File: src/rtl/cdb_arbiter.sv
// cdb_arbiter: producer side of the common data bus.
// Each functional unit deposits one result into its own holding register.
// A round-robin scan starting at rr_ptr_r hands up to CDB_WIDTH held results
// per cycle to the broadcast lanes, and the lanes are registered.
// Optional feature macro: CDB_ARB_PERF_EN adds saturating stall and broadcast
// counters. The default build, with the macro undefined, has neither counter.
module cdb_arbiter #(
    parameter int NUM_FU    = 4,
    parameter int CDB_WIDTH = 2,
    parameter int PRF_DEPTH = 64,
    parameter int ROB_DEPTH = 32,
    localparam int PRF_IDX_W = $clog2(PRF_DEPTH),
    localparam int ROB_IDX_W = $clog2(ROB_DEPTH)
) (
    input  logic                 clk,
    input  logic                 rst,
    input  logic                 flush,
    input  logic [NUM_FU-1:0]    fu_valid,
    output logic [NUM_FU-1:0]    fu_ready,
    input  logic [PRF_IDX_W-1:0] fu_rd_phy    [NUM_FU],
    input  logic [31:0]          fu_rd_value  [NUM_FU],
    input  logic [ROB_IDX_W-1:0] fu_rob_id    [NUM_FU],
    output logic [CDB_WIDTH-1:0] cdb_valid,
    output logic [PRF_IDX_W-1:0] cdb_rd_phy   [CDB_WIDTH],
    output logic [31:0]          cdb_rd_value [CDB_WIDTH],
    output logic [ROB_IDX_W-1:0] cdb_rob_id   [CDB_WIDTH]
`ifdef CDB_ARB_PERF_EN
    ,
    output logic [31:0]          perf_stall_cnt [NUM_FU],
    output logic [31:0]          perf_bcast_cnt
`endif
);

    localparam int FU_IDX_W = (NUM_FU > 1) ? $clog2(NUM_FU) : 1;

    // Holding registers, one entry per FU
    logic [NUM_FU-1:0]    hold_valid_r;
    logic [PRF_IDX_W-1:0] hold_rd_phy_r   [NUM_FU];
    logic [31:0]          hold_rd_value_r [NUM_FU];
    logic [ROB_IDX_W-1:0] hold_rob_id_r   [NUM_FU];

    // Round-robin pointer and arbitration results
    logic [FU_IDX_W-1:0]  rr_ptr_r;
    logic [FU_IDX_W-1:0]  rr_next_s;
    logic [FU_IDX_W-1:0]  last_grant_s;
    logic [NUM_FU-1:0]    grant_s;
    logic [CDB_WIDTH-1:0] lane_vld_s;
    logic [FU_IDX_W-1:0]  lane_sel_s [CDB_WIDTH];

    // Round-robin scan over held entries only; lanes are filled lowest-first
    always_comb begin
        int                  pos;
        logic [FU_IDX_W-1:0] idx;
        logic                placed;
        grant_s      = '0;
        lane_vld_s   = '0;
        last_grant_s = rr_ptr_r;
        pos          = 0;
        idx          = '0;
        placed       = 1'b0;
        for (int k = 0; k < CDB_WIDTH; k++) begin
            lane_sel_s[k] = '0;
        end
        for (int j = 0; j < NUM_FU; j++) begin
            pos = int'(rr_ptr_r) + j;
            if (pos >= NUM_FU) begin
                pos = pos - NUM_FU;
            end else begin
                pos = pos;
            end
            idx = FU_IDX_W'(pos);
            if (hold_valid_r[idx]) begin
                placed = 1'b0;
                for (int k = 0; k < CDB_WIDTH; k++) begin
                    if (!placed && !lane_vld_s[k]) begin
                        lane_vld_s[k] = 1'b1;
                        lane_sel_s[k] = idx;
                        placed        = 1'b1;
                    end else begin
                        placed = placed;
                    end
                end
                if (placed) begin
                    grant_s[idx] = 1'b1;
                    last_grant_s = idx;
                end else begin
                    last_grant_s = last_grant_s;
                end
            end else begin
                placed = 1'b0;
            end
        end
    end

    // Next pointer starts just past the last granted FU
    always_comb begin
        rr_next_s = rr_ptr_r;
        if (|grant_s) begin
            if (last_grant_s == FU_IDX_W'(NUM_FU - 1)) begin
                rr_next_s = '0;
            end else begin
                rr_next_s = last_grant_s + FU_IDX_W'(1);
            end
        end else begin
            rr_next_s = rr_ptr_r;
        end
    end

    // A slot accepts when it is empty or is draining to a lane this cycle
    always_comb begin
        fu_ready = '0;
        if (rst || flush) begin
            fu_ready = '0;
        end else begin
            fu_ready = ~hold_valid_r | grant_s;
        end
    end

    // Holding registers: capture on handshake, clear on grant or flush
    always_ff @(posedge clk) begin
        if (rst) begin
            hold_valid_r <= '0;
            for (int i = 0; i < NUM_FU; i++) begin
                hold_rd_phy_r[i]   <= '0;
                hold_rd_value_r[i] <= 32'h0000_0000;
                hold_rob_id_r[i]   <= '0;
            end
        end else if (flush) begin
            hold_valid_r <= '0;
        end else begin
            for (int i = 0; i < NUM_FU; i++) begin
                if (fu_valid[i] && fu_ready[i]) begin
                    hold_valid_r[i]    <= 1'b1;
                    hold_rd_phy_r[i]   <= fu_rd_phy[i];
                    hold_rd_value_r[i] <= fu_rd_value[i];
                    hold_rob_id_r[i]   <= fu_rob_id[i];
                end else if (grant_s[i]) begin
                    hold_valid_r[i] <= 1'b0;
                end else begin
                    hold_valid_r[i] <= hold_valid_r[i];
                end
            end
        end
    end

    // Round-robin pointer; a flushed cycle's grants never reach the bus, so it holds
    always_ff @(posedge clk) begin
        if (rst) begin
            rr_ptr_r <= '0;
        end else if (flush) begin
            rr_ptr_r <= rr_ptr_r;
        end else begin
            rr_ptr_r <= rr_next_s;
        end
    end

    // Broadcast lanes: granted lanes load the entry, idle lanes keep stale data
    always_ff @(posedge clk) begin
        if (rst) begin
            cdb_valid <= '0;
            for (int k = 0; k < CDB_WIDTH; k++) begin
                cdb_rd_phy[k]   <= '0;
                cdb_rd_value[k] <= 32'h0000_0000;
                cdb_rob_id[k]   <= '0;
            end
        end else if (flush) begin
            cdb_valid <= '0;
        end else begin
            cdb_valid <= lane_vld_s;
            for (int k = 0; k < CDB_WIDTH; k++) begin
                if (lane_vld_s[k]) begin
                    cdb_rd_phy[k]   <= hold_rd_phy_r[lane_sel_s[k]];
                    cdb_rd_value[k] <= hold_rd_value_r[lane_sel_s[k]];
                    cdb_rob_id[k]   <= hold_rob_id_r[lane_sel_s[k]];
                end else begin
                    cdb_rd_phy[k]   <= cdb_rd_phy[k];
                    cdb_rd_value[k] <= cdb_rd_value[k];
                    cdb_rob_id[k]   <= cdb_rob_id[k];
                end
            end
        end
    end

`ifdef CDB_ARB_PERF_EN
    localparam int CNT_W = $clog2(NUM_FU + 1);

    logic [CNT_W-1:0] grant_cnt_s;
    logic [32:0]      bcast_sum_s;

    // Grants that actually reach the lanes this cycle (none during flush)
    always_comb begin
        grant_cnt_s = '0;
        if (flush) begin
            grant_cnt_s = '0;
        end else begin
            for (int i = 0; i < NUM_FU; i++) begin
                grant_cnt_s = grant_cnt_s + CNT_W'(grant_s[i]);
            end
        end
        bcast_sum_s = {1'b0, perf_bcast_cnt} + 33'(grant_cnt_s);
    end

    // Saturating counters, cleared only by rst
    always_ff @(posedge clk) begin
        if (rst) begin
            perf_bcast_cnt <= 32'h0000_0000;
            for (int i = 0; i < NUM_FU; i++) begin
                perf_stall_cnt[i] <= 32'h0000_0000;
            end
        end else begin
            if (bcast_sum_s[32]) begin
                perf_bcast_cnt <= 32'hFFFF_FFFF;
            end else begin
                perf_bcast_cnt <= bcast_sum_s[31:0];
            end
            for (int i = 0; i < NUM_FU; i++) begin
                if (hold_valid_r[i] && !grant_s[i] && (perf_stall_cnt[i] != 32'hFFFF_FFFF)) begin
                    perf_stall_cnt[i] <= perf_stall_cnt[i] + 32'd1;
                end else begin
                    perf_stall_cnt[i] <= perf_stall_cnt[i];
                end
            end
        end
    end
`endif

endmodule

File: config.mk
export PLATFORM = sky130hd
export DESIGN_NAME = cdb_arbiter
export DESIGN_NICKNAME = d
export VERILOG_FILES = /design/src/rtl/cdb_arbiter.sv
export SDC_FILE = /design/constraint.sdc
export NUM_CORES = 1
export LEC_CHECK = 0
export ABC_AREA = 1
export ABC_CLOCK_PERIOD_IN_PS = 3330
export CAP_MARGIN = 5
export CELL_PAD_IN_SITES_DETAIL_PLACEMENT = 1
export CELL_PAD_IN_SITES_GLOBAL_PLACEMENT = 2
export CORE_ASPECT_RATIO = 1.5
export CORE_MARGIN = 2
export CORE_UTILIZATION = 27
export DETAILED_ROUTE_END_ITERATION = 8
export HOLD_SLACK_MARGIN = 0.03
export PLACE_DENSITY = 0.83
export SYNTH_ARGS = -nofsm -noshare
export SYNTH_HDL_FRONTEND = slang
export SYNTH_SLANG_ARGS = --single-unit
File: constraint.sdc
create_clock -name clk -period 3.33 [get_ports clk]
set_input_delay 0.666 -clock clk [delete_from_list [all_inputs] [get_ports clk]]
set_output_delay 0.666 -clock clk [all_outputs]
set_load 0.02 [all_outputs]
==> key figures <==
CTS
  • Root Buffer: clkbuf_16
  • Reg clk slew, reported paths: 0.06 ns
  • Inserted Clock Buffers: 29
  • Gates resized, CTS repair: 17
  • H-tree depth: 1
  • Clock Sinks: 266
  • Cts hold-fix bufs: 0
  • Worst skew pair latency: 0.59 ns
  • CTS max path bufs: 3
  • Post-CTS Setup Inserts: 0
  • CTS tree: yes

Logic synthesis
  • Netlist area before placement: 14600 um^2
  • Yosys warns: 0
  • Top cell type's share of synthesized area: 35.3%
  • Cell taking the most area after synthesis: edfxtp_1
  • Net count after synthesis: 2222
  • Ranking of synthesized cells by area: edfxtp_1, nand3_1, dfxtp_1
  • Cell count after synthesis: 2033
  • Syn_area_per_cell: 7.19 um^2
  • Register area share after synthesis: 48.2%
  • Distinct cells, synth: 26
  • FF+latch count, synth: 266

Drt
  • Via count: 14150
  • 1st-iter DRT viols: 657
  • Drt total wl: 59.8 mm
  • Wirelength per Cell: 20.0 um
  • Vias per inst: 4.73
  • Routed Antenna Nets: 0
  • Initial DRT Pass Iterations: 5
  • Drt drc: 0

Worst setup path
  • Arrival @ worst endpoint: 2.50 ns
  • Setup crit end kind: output port
  • WP buf/inv: 5
  • Worst EP required: 2.66 ns
  • Critical-path top delay cell: dfxtp_4
  • Crit-path max cell delay: 0.37 ns
  • CP max FO: 8
  • Most used cell, CP: nand2_1
  • Crit-path leading delay family: simple AND/OR/NAND/NOR gates
  • Ordered cell list for the critical path: inv_4, ha_4, inv_2, nand2_1, nand2_1, ha_1, inv_2, nand2_2, nand2_4, nand3_1, nand3_1, nand2_1, inv_1, buf_2
  • Critical path startpoint category: flip-flop
  • WS Path Type: flip-flop to output port

Power and ir drop
  • Power density over the cells: 868 nW/um^2
  • Leak Pwr: 9.63 nW
  • Total power draw: 16.9 mW
  • Worst vdd ir: 0.000639 V

Die
  • Die X: 194 um
  • Die area: 56100 um^2
  • I/O pin cnt: 271
  • Core ar.: 53600 um^2
  • Row cnt: 104
  • Die Y: 289 um
  • Initial core utilization: 27.3%

STA
  • Post-Route Setup TNS: 0 ns
  • Minimum clock period: 3.17 ns
  • Crit share post-route: 95.1%
  • Clk_skew: 0.00931 ns
  • Final hold viol count: 0
  • Slew headroom: 46.1%
  • # setup viols final: 0
  • Slew Viols, Final: 0
  • Worst-margin pin slew: 0.808 ns
  • Maximum clock frequency: 316 MHz

Global routing
  • Number of antenna violations at the first check in global routing: 0
  • Largest net degree at the start of global routing: 87
  • First-pass GRT wire length: 90.5 mm
  • GRT Util Overall: 21.0%
  • Global route overflow: 0
  • Vias in the first global route: 15434

Placed design
  • Gpl congestion: 0.845
  • # port buffers: 270
  • DP Wirelength: 40.9 mm
  • # placed instances: 2940

Layout
  • Final #Nets: 2471
  • Share of cells above drive strength 1: 6.99%
  • Layout area overhead: 32.9%
  • Antenna cells: 0
  • Layout Utilization: 36.3%
  • Final std cells w/o fill: 2993

Run
  • Max-cap violation count: 0

Hold path
  • Worst hold path type: flip-flop to flip-flop

Outcome
  • Status: completed
==> cell families (layout without fill, tap and decap cells) <==
family / after synthesis / after routing / share of synthesized area (%)
AO/OA/AOI/OAI: 14 / 14 / 0.607
AND/OR/NAND/NOR: 1169 / 1169 / 34.5
adder cells (fa/ha/maj): 10 / 10 / 0.856
flip-flops: 266 / 266 / 48.2
buffers and inverters: 574 / 845 / 15.9
==> per-layer routing <==
layer  vias to the layer above  share of wire (%)  global-route usage [%]
met2                       360                 52                    38.6
met4                         0                2.7                    7.16
met1                      6982                 41                    25.1
li1                       6724                  -                       -
met5                         -                  0                       0
met3                        84                4.3                    2.74
==> path summary, 6_finish.rpt <==
kind,start,endpoint,slack (ns),cells after the start
worst max-delay path,rr_ptr_r[0],fu_ready[3],0.16,14
worst min-delay path,cdb_rd_value[57],cdb_rd_value[57],0.54,4
worst max register to register,rr_ptr_r[0],cdb_rd_value[38],0.36,18
worst min register to register,cdb_rd_value[57],cdb_rd_value[57],0.54,4
==> layout make-up <==
type | instances | area [um^2]
clock buffers | 39 | 803
repair buffers | 332 | 3470
flip-flops and latches | 266 | 7050
well taps | 689 | 862
clock inverters | 14 | 129
fillers | 6576 | 34200
inverters | 460 | 1730
multi-input cells | 1193 | 5390
==> cell usage in the layout (no fill, tap or decap), types with 2 or more instances in the layout <==
cell,n
o21ai_0,3
o211ai_1,2
nor2_1,276
nand3_1,449
buf_4,39
dfxtp_1,93
clkbuf_8,4
nand3_4,4
nand3_2,5
clkdlybuf4s50_1,265
nand2_2,15
buf_2,2
nand2_4,8
buf_12,25
nand2_1,408
ha_1,9
clkbuf_1,6
a21oi_1,5
a21oi_4,2
bufinv_16,2
inv_6,2
clkinv_2,9
inv_1,451
inv_2,7
edfxtp_1,172
clkbuf_16,29
==> report_power, final <==
part           total (mW)  leakage (nW)  switching (mW)  internal (mW)
clock                3.26         0.464            1.42           1.84
combinational        9.27          6.60            6.02           3.26
sequential           4.34          2.57           0.301           4.04
total                16.9          9.63            7.73           9.14
==> sequential cells by signal (all words and copies together), names as in the netlist, 4 cells and up <==
register and cells:
hold_rd_value_r 128, hold_rd_phy_r 24, cdb_rd_phy 12, hold_rob_id_r 20, cdb_rob_id 10, cdb_rd_value 64, hold_valid_r 4
==> through the flow <==
step / area (um^2) / worst slack, ns / hold slack [ns]
3_3_place_gp: 18500 / 0.159 / 0.528
6_report: 19400 / 0.164 / 0.543
4_1_cts: 19400 / 0.000841 / 0.546
5_1_grt: 19400 / -0.0159 / 0.588
3_5_place_dp: 18500 / 0.0968 / 0.534
2_1_floorplan: 14700 / 0.171 / 0.497
==> synth_stat cells <==
| cell | instances |
|---|---|
| a21oi_2 | 3 |
| o211ai_1 | 2 |
| inv_2 | 5 |
| nand3b_1 | 1 |
| nand2_2 | 15 |
| inv_1 | 453 |
| clkbuf_1 | 25 |
| nand2_1 | 415 |
| nor2_1 | 277 |
| clkinv_1 | 1 |
| buf_2 | 68 |
| a21oi_1 | 5 |
| buf_6 | 5 |
| nand3_1 | 453 |
| nand3_2 | 5 |
| nand2_4 | 1 |
| o21a_1 | 1 |
| dfxtp_1 | 94 |
| nand4_1 | 1 |
| nor2_2 | 1 |
| o21ai_0 | 3 |
| buf_4 | 12 |
| edfxtp_1 | 172 |
| ha_1 | 10 |
| buf_1 | 4 |
| inv_4 | 1 |
==> tightest hold or removal path, stage by stage, from the launching register on <==
cell	delay [ns]
dfxtp_1	0.31
nand2_1	0.06
nand2_1	0.05
nand2_1	0.06
inv_1	0.03
Power figures use the tool's default switching activity.
